File: src/rtl/mul8s_share_sched.sv
// Round-robin sharing of one external 8x8 signed multiplier among NREQ requesters.
// Optional error monitor (rsp_err / err_max) enabled by defining MUL8S_SHARE_ERR_MON_EN.
module mul8s_share_sched #(
  parameter int NREQ = 4,
  parameter int IDW  = 2
) (
  input  logic              clock,
  input  logic              reset,
  input  logic [NREQ-1:0]   req_valid,
  output logic [NREQ-1:0]   req_ready,
  input  logic [8*NREQ-1:0] req_a,
  input  logic [8*NREQ-1:0] req_b,
  output logic [7:0]        mul_a,
  output logic [7:0]        mul_b,
  input  logic [15:0]       mul_o,
  output logic              rsp_valid,
  input  logic              rsp_ready,
  output logic [15:0]       rsp_data,
  output logic [IDW-1:0]    rsp_id,
  output logic [16:0]       rsp_err,
  output logic [15:0]       err_max,
  output logic              busy
);

  logic [7:0]     a_arr [NREQ];
  logic [7:0]     b_arr [NREQ];
  logic [IDW-1:0] ptr_reg;
  logic [IDW-1:0] s1_id_reg;
  logic           s1_v_reg;
  logic           s2_v_reg;
  logic           adv1;
  logic           adv2;
  logic           any;
  logic           accept;
  logic [IDW-1:0] win;
  int             k;

  for (genvar gi = 0; gi < NREQ; gi++) begin : g_unpack
    assign a_arr[gi] = req_a[8*gi +: 8];
    assign b_arr[gi] = req_b[8*gi +: 8];
  end

  assign adv2   = !s2_v_reg || rsp_ready;
  assign adv1   = !s1_v_reg || adv2;
  assign accept = any && adv1;

  // First valid requester at or after ptr_reg, wrapping around.
  always_comb begin
    any = 1'b0;
    win = '0;
    k   = 0;
    for (int j = 0; j < NREQ; j++) begin
      k = int'(ptr_reg) + j;
      if (k >= NREQ) k = k - NREQ;
      if (!any && req_valid[IDW'(k)]) begin
        any = 1'b1;
        win = IDW'(k);
      end
    end
  end

  always_comb begin
    req_ready = '0;
    if (any && adv1 && !reset) req_ready[win] = 1'b1;
  end

  always_ff @(posedge clock or posedge reset) begin
    if (reset) begin
      ptr_reg   <= '0;
      s1_v_reg  <= 1'b0;
      s1_id_reg <= '0;
      mul_a     <= '0;
      mul_b     <= '0;
      s2_v_reg  <= 1'b0;
      rsp_data  <= '0;
      rsp_id    <= '0;
    end else begin
      // Operands hold when S1 empties so the multiplier inputs stay quiet.
      if (adv1) begin
        s1_v_reg <= accept;
        if (accept) begin
          mul_a     <= a_arr[win];
          mul_b     <= b_arr[win];
          s1_id_reg <= win;
          ptr_reg   <= (win == IDW'(NREQ-1)) ? '0 : win + IDW'(1);
        end
      end
      if (adv2) begin
        s2_v_reg <= s1_v_reg;
        if (s1_v_reg) begin
          rsp_data <= mul_o;
          rsp_id   <= s1_id_reg;
        end
      end
    end
  end

  assign rsp_valid = s2_v_reg;
  assign busy      = s1_v_reg || s2_v_reg;

`ifdef MUL8S_SHARE_ERR_MON_EN
  logic [16:0] ax_ext;
  logic [16:0] bx_ext;
  logic [16:0] exact_w;
  logic [16:0] err_w;
  logic [16:0] abs_w;
  logic [15:0] abs_sat_w;

  // Modular 17-bit arithmetic yields the correct two's-complement result.
  assign ax_ext    = {{9{mul_a[7]}}, mul_a};
  assign bx_ext    = {{9{mul_b[7]}}, mul_b};
  assign exact_w   = ax_ext * bx_ext;
  assign err_w     = {mul_o[15], mul_o} - exact_w;
  assign abs_w     = err_w[16] ? (~err_w + 17'd1) : err_w;
  assign abs_sat_w = abs_w[16] ? 16'hFFFF : abs_w[15:0];

  always_ff @(posedge clock or posedge reset) begin
    if (reset) begin
      rsp_err <= '0;
      err_max <= '0;
    end else if (adv2 && s1_v_reg) begin
      rsp_err <= err_w;
      if (abs_sat_w > err_max) err_max <= abs_sat_w;
    end
  end
`else
  assign rsp_err = '0;
  assign err_max = '0;
`endif

endmodule

File: config.mk
export PLATFORM = sky130hd
export DESIGN_NAME = mul8s_share_sched
export DESIGN_NICKNAME = d
export VERILOG_FILES = /design/src/rtl/mul8s_share_sched.sv
export SDC_FILE = /design/constraint.sdc
export NUM_CORES = 1
export LEC_CHECK = 0
export CAP_MARGIN = 5
export CORE_MARGIN = 5
export CORE_UTILIZATION = 38
export CTS_CLUSTER_DIAMETER = 200
export DETAILED_ROUTE_END_ITERATION = 8
export GPL_ROUTABILITY_DRIVEN = 0
export PLACE_DENSITY = 0.86
export SLEW_MARGIN = 20
export SYNTH_ARGS = -nofsm -noshare
export SYNTH_HDL_FRONTEND = slang
export SYNTH_SLANG_ARGS = --single-unit
File: constraint.sdc
create_clock -name clock -period 2.5 [get_ports clock]
set_input_delay 0.25 -clock clock [delete_from_list [all_inputs] [get_ports clock]]
set_output_delay 0.25 -clock clock [all_outputs]
set_load 0.1 [all_outputs]
==> impl_metrics.sql <==
INSERT INTO impl_metrics (metric_group, metric, value, unit) VALUES
('synthesis', 'yosysSeqAreaShare', '0.4320', ''),
('worst_setup_path', 'worstSetupEndpointType', 'primary output', ''),
('clock_tree', 'worst_skew_pair.late_latency', '0.28', 'ns'),
('finish', 'layout_common_cells', 'sky130_fd_sc_hd__clkdlybuf4s50_1 (86), sky130_fd_sc_hd__buf_4 (43), sky130_fd_sc_hd__dfrtp_1 (39)', ''),
('synthesis', 'yosys.area_share.xor_xnor', '0', ''),
('worst_setup_path', 'timing.critical_path.cells', 'nor2b_4, o21a_1, or3_4, clkinv_2, ha_1, and3_1, buf_12', ''),
('routing', 'routed_wire_length_per_instance', '16.04', 'um'),
('timing', 'fmax', '0.4285', 'GHz'),
('run', 'max_cap_violations', '0', ''),
('routing', 'vias_per_cell', '4.846', ''),
('synthesis', 'synthMuxAreaShare', '0.1701', ''),
('global_routing', 'maximum_number_of_pins_on_one_net_before_global_route_repair', '34', ''),
('global_routing', 'grt_pass1_vias', '2062', ''),
('place', 'place.port_buffers', '126', ''),
('clock_tree', 'cts_resized', '0', ''),
('synthesis', 'postSynthCellCount', '214', ''),
('routing', 'post-route-drc-count', '0', ''),
('synthesis', 'post_synth_instance_area', '2317', 'um^2'),
('clock_tree', 'clock_tree.root_cell', 'sky130_fd_sc_hd__clkbuf_8', ''),
('timing', 'unrepaired_setup_endpoints_after_global_routing', 'false', ''),
('clock_tree', 'clk_pin_slew', '0.07', 'ns'),
('global_routing', 'grt_pass1_wl', '10010', 'um'),
('synthesis', 'avgSynthCellArea', '10.83', 'um^2'),
('timing', 'totalNegativeSetupSlack', '0', 'ns'),
('power', 'powerDensity', '1024', 'nW/um^2'),
('power', 'peakVddDrop', '0.0006866', 'V'),
('worst_setup_path', 'critical_path_required', '2.25', 'ns'),
('timing', 'worst_clock_skew', '0.004046', 'ns'),
('finish', 'syn2layout_area_growth', '53.94', '%'),
('finish', 'largest_reg_flops', '16', ''),
('routing', 'detailroute.via_count', '2016', ''),
('floorplanning', 'starting_density_of_the_core', '0.3914', ''),
('routing', 'drt_first_pass_iters', '4', ''),
('floorplanning', 'die_height', '88.09', 'um'),
('place', 'placed_cell_area', '3495', 'um^2'),
('floorplanning', 'core_footprint', '5921', 'um^2'),
('timing', 'max-slew-margin-rel', '0.6132', ''),
('synthesis', 'synth_warnings', '0', ''),
('clock_tree', 'cts_max_path_buffers', '2', ''),
('clock_tree', 'cts_max_level', '2', ''),
('timing', 'final_hold_viol_count', '0', ''),
('worst_setup_path', 'path_class', 'flop to primary output', ''),
('synthesis', 'synth_top_family_by_area', 'multiplexers', ''),
('clock_tree', 'cts-buffers-inserted', '5', ''),
('finish', 'antenna_cells', '0', ''),
('global_routing', 'gr-total-overflow', '0', ''),
('finish', 'reg_top3', 'rsp_data: 16 flops, mul_a: 8 flops, mul_b: 8 flops', ''),
('finish', 'instances_no_fill', '416', ''),
('synthesis', 'synth_compound_gate_area_share', '0.1398', ''),
('floorplanning', 'rows', '28', ''),
('floorplanning', 'die_w', '88.09', 'um'),
('finish', 'final_util', '0.6025', ''),
('finish', 'final_common_cell', 'sky130_fd_sc_hd__clkdlybuf4s50_1', ''),
('status', 'status', 'completed', ''),
('routing', 'drt.antenna.violating_nets', '0', ''),
('worst_setup_path', 'worstReg2RegStart', 'ptr_reg[1]', ''),
('synthesis', 'post_synth_simple_gate_area', '0.1031', ''),
('place', 'place_hpwl', '5290', 'um'),
('floorplanning', 'io_pins', '160', ''),
('timing', 'worst_slew_pin_slew', '0.5750', 'ns'),
('worst_setup_path', 'worst_setup_sp_type', 'flop', ''),
('timing', 'min_period_over_period', '0.9335', ''),
('global_routing', 'grt_antenna_before_repair', '0', ''),
('global_routing', 'track_usage', '0.1661', ''),
('finish', 'final_layout_size_suffix_gt1_frac', '0.2434', ''),
('finish', 'postLayoutCellArea', '3567', 'um^2'),
('worst_setup_path', 'worstPathArrival', '2.08', 'ns'),
('place', 'post-place-cells', '410', ''),
('clock_tree', 'post_cts_buffers', '0', ''),
('synthesis', 'post_synthesis_cell_type_count', '35', ''),
('timing', 'setup_viol_count_final', '0', '');
==> logic make-up (layout without fill, tap and decap cells) <==
group	Yosys count	after routing
multiplexers	37	37
buffers and inverters	49	144
other	1	33
flip-flops	40	40
adder cells (fa/ha/maj)	1	1
AO/OA/AOI/OAI	39	39
AND/OR/NAND/NOR	47	47
==> cell usage after synthesis (all sizes together) <==
cell	n	area share
o221ai	16	0.063
a21oi	2	0.0059
nor2b	2	0.0086
o21a	1	0.0032
clkinv	1	0.0022
o22ai	1	0.0027
or3	2	0.0076
mux2i	18	0.078
nor3	2	0.0065
o21ai	1	0.0022
conb	1	0.0016
or2	1	0.0027
a211oi	3	0.0097
clkbuf	1	0.0016
nand2b	4	0.011
and3	3	0.0081
ha	1	0.0054
nand2	27	0.047
a22oi	14	0.050
inv	4	0.0065
dfrtp	40	0.43
nor2	4	0.0065
mux2	19	0.092
a21boi	1	0.0032
buf	43	0.14
nor4	2	0.0054
==> worst paths after layout <==
check | endpoint | slack (ns) | depth (start not counted)
max in group asynchronous | rsp_data[0] | 1.54 | 3
min in group clock | s1_id_reg[0] | 0.48 | 2
worst min register to register | s1_id_reg[0] | 0.48 | 2
worst max register to register | mul_b[2] | 0.50 | 6
worst min-delay path | s1_v_reg | 0.32 | 2
worst max-delay path | req_ready[3] | 0.17 | 7
==> stage by stage <==
| stage | power (uW) | worst slack [ns] | hold WS [ns] |
|---|---|---|---|
| 2_1_floorplan | 2788 | 0.03792 | 0.3759 |
| 3_3_place_gp | 3271 | 0.2346 | 0.4626 |
| 3_5_place_dp | 3298 | 0.2054 | 0.4689 |
| 4_1_cts | 3693 | 0.1530 | 0.3215 |
| 5_1_grt | 3826 | 0.02710 | 0.3319 |
| 6_report | 3654 | 0.1663 | 0.3224 |
==> critical path, delay by kind of cell, from the launching register on <==
family,cells,cell delay [ns]
AOI/OAI and AO/OA,1,0.18
adders and majority gates,1,0.13
and+or+nand+nor,3,0.77
buffers and inverters,2,0.26
DFF,1,0.45
==> layout make-up <==
cell class                 instances  area, um^2
clock buffer                       6       72.57
tap                               75       93.84
fill                             484        2354
inverter                           5       20.02
multi-input combinational        157        1115
timing repair buffer             133        1264
sequential                        40        1002
==> layer usage <==
layer | track usage | routed length [um] | up-vias
met5 | 0 | 0 | -
met4 | 0.03159 | 62 | 0
met3 | 0.06679 | 939 | 6
met2 | 0.2836 | 3206 | 120
met1 | 0.1999 | 2464 | 932
li1 | - | - | 958
==> power breakdown <==
group	internal [uW]	switching [uW]
combinational	599	1760
sequential	815	102
clock	186	197
Note: power is estimated with default switching activity, not from simulation.
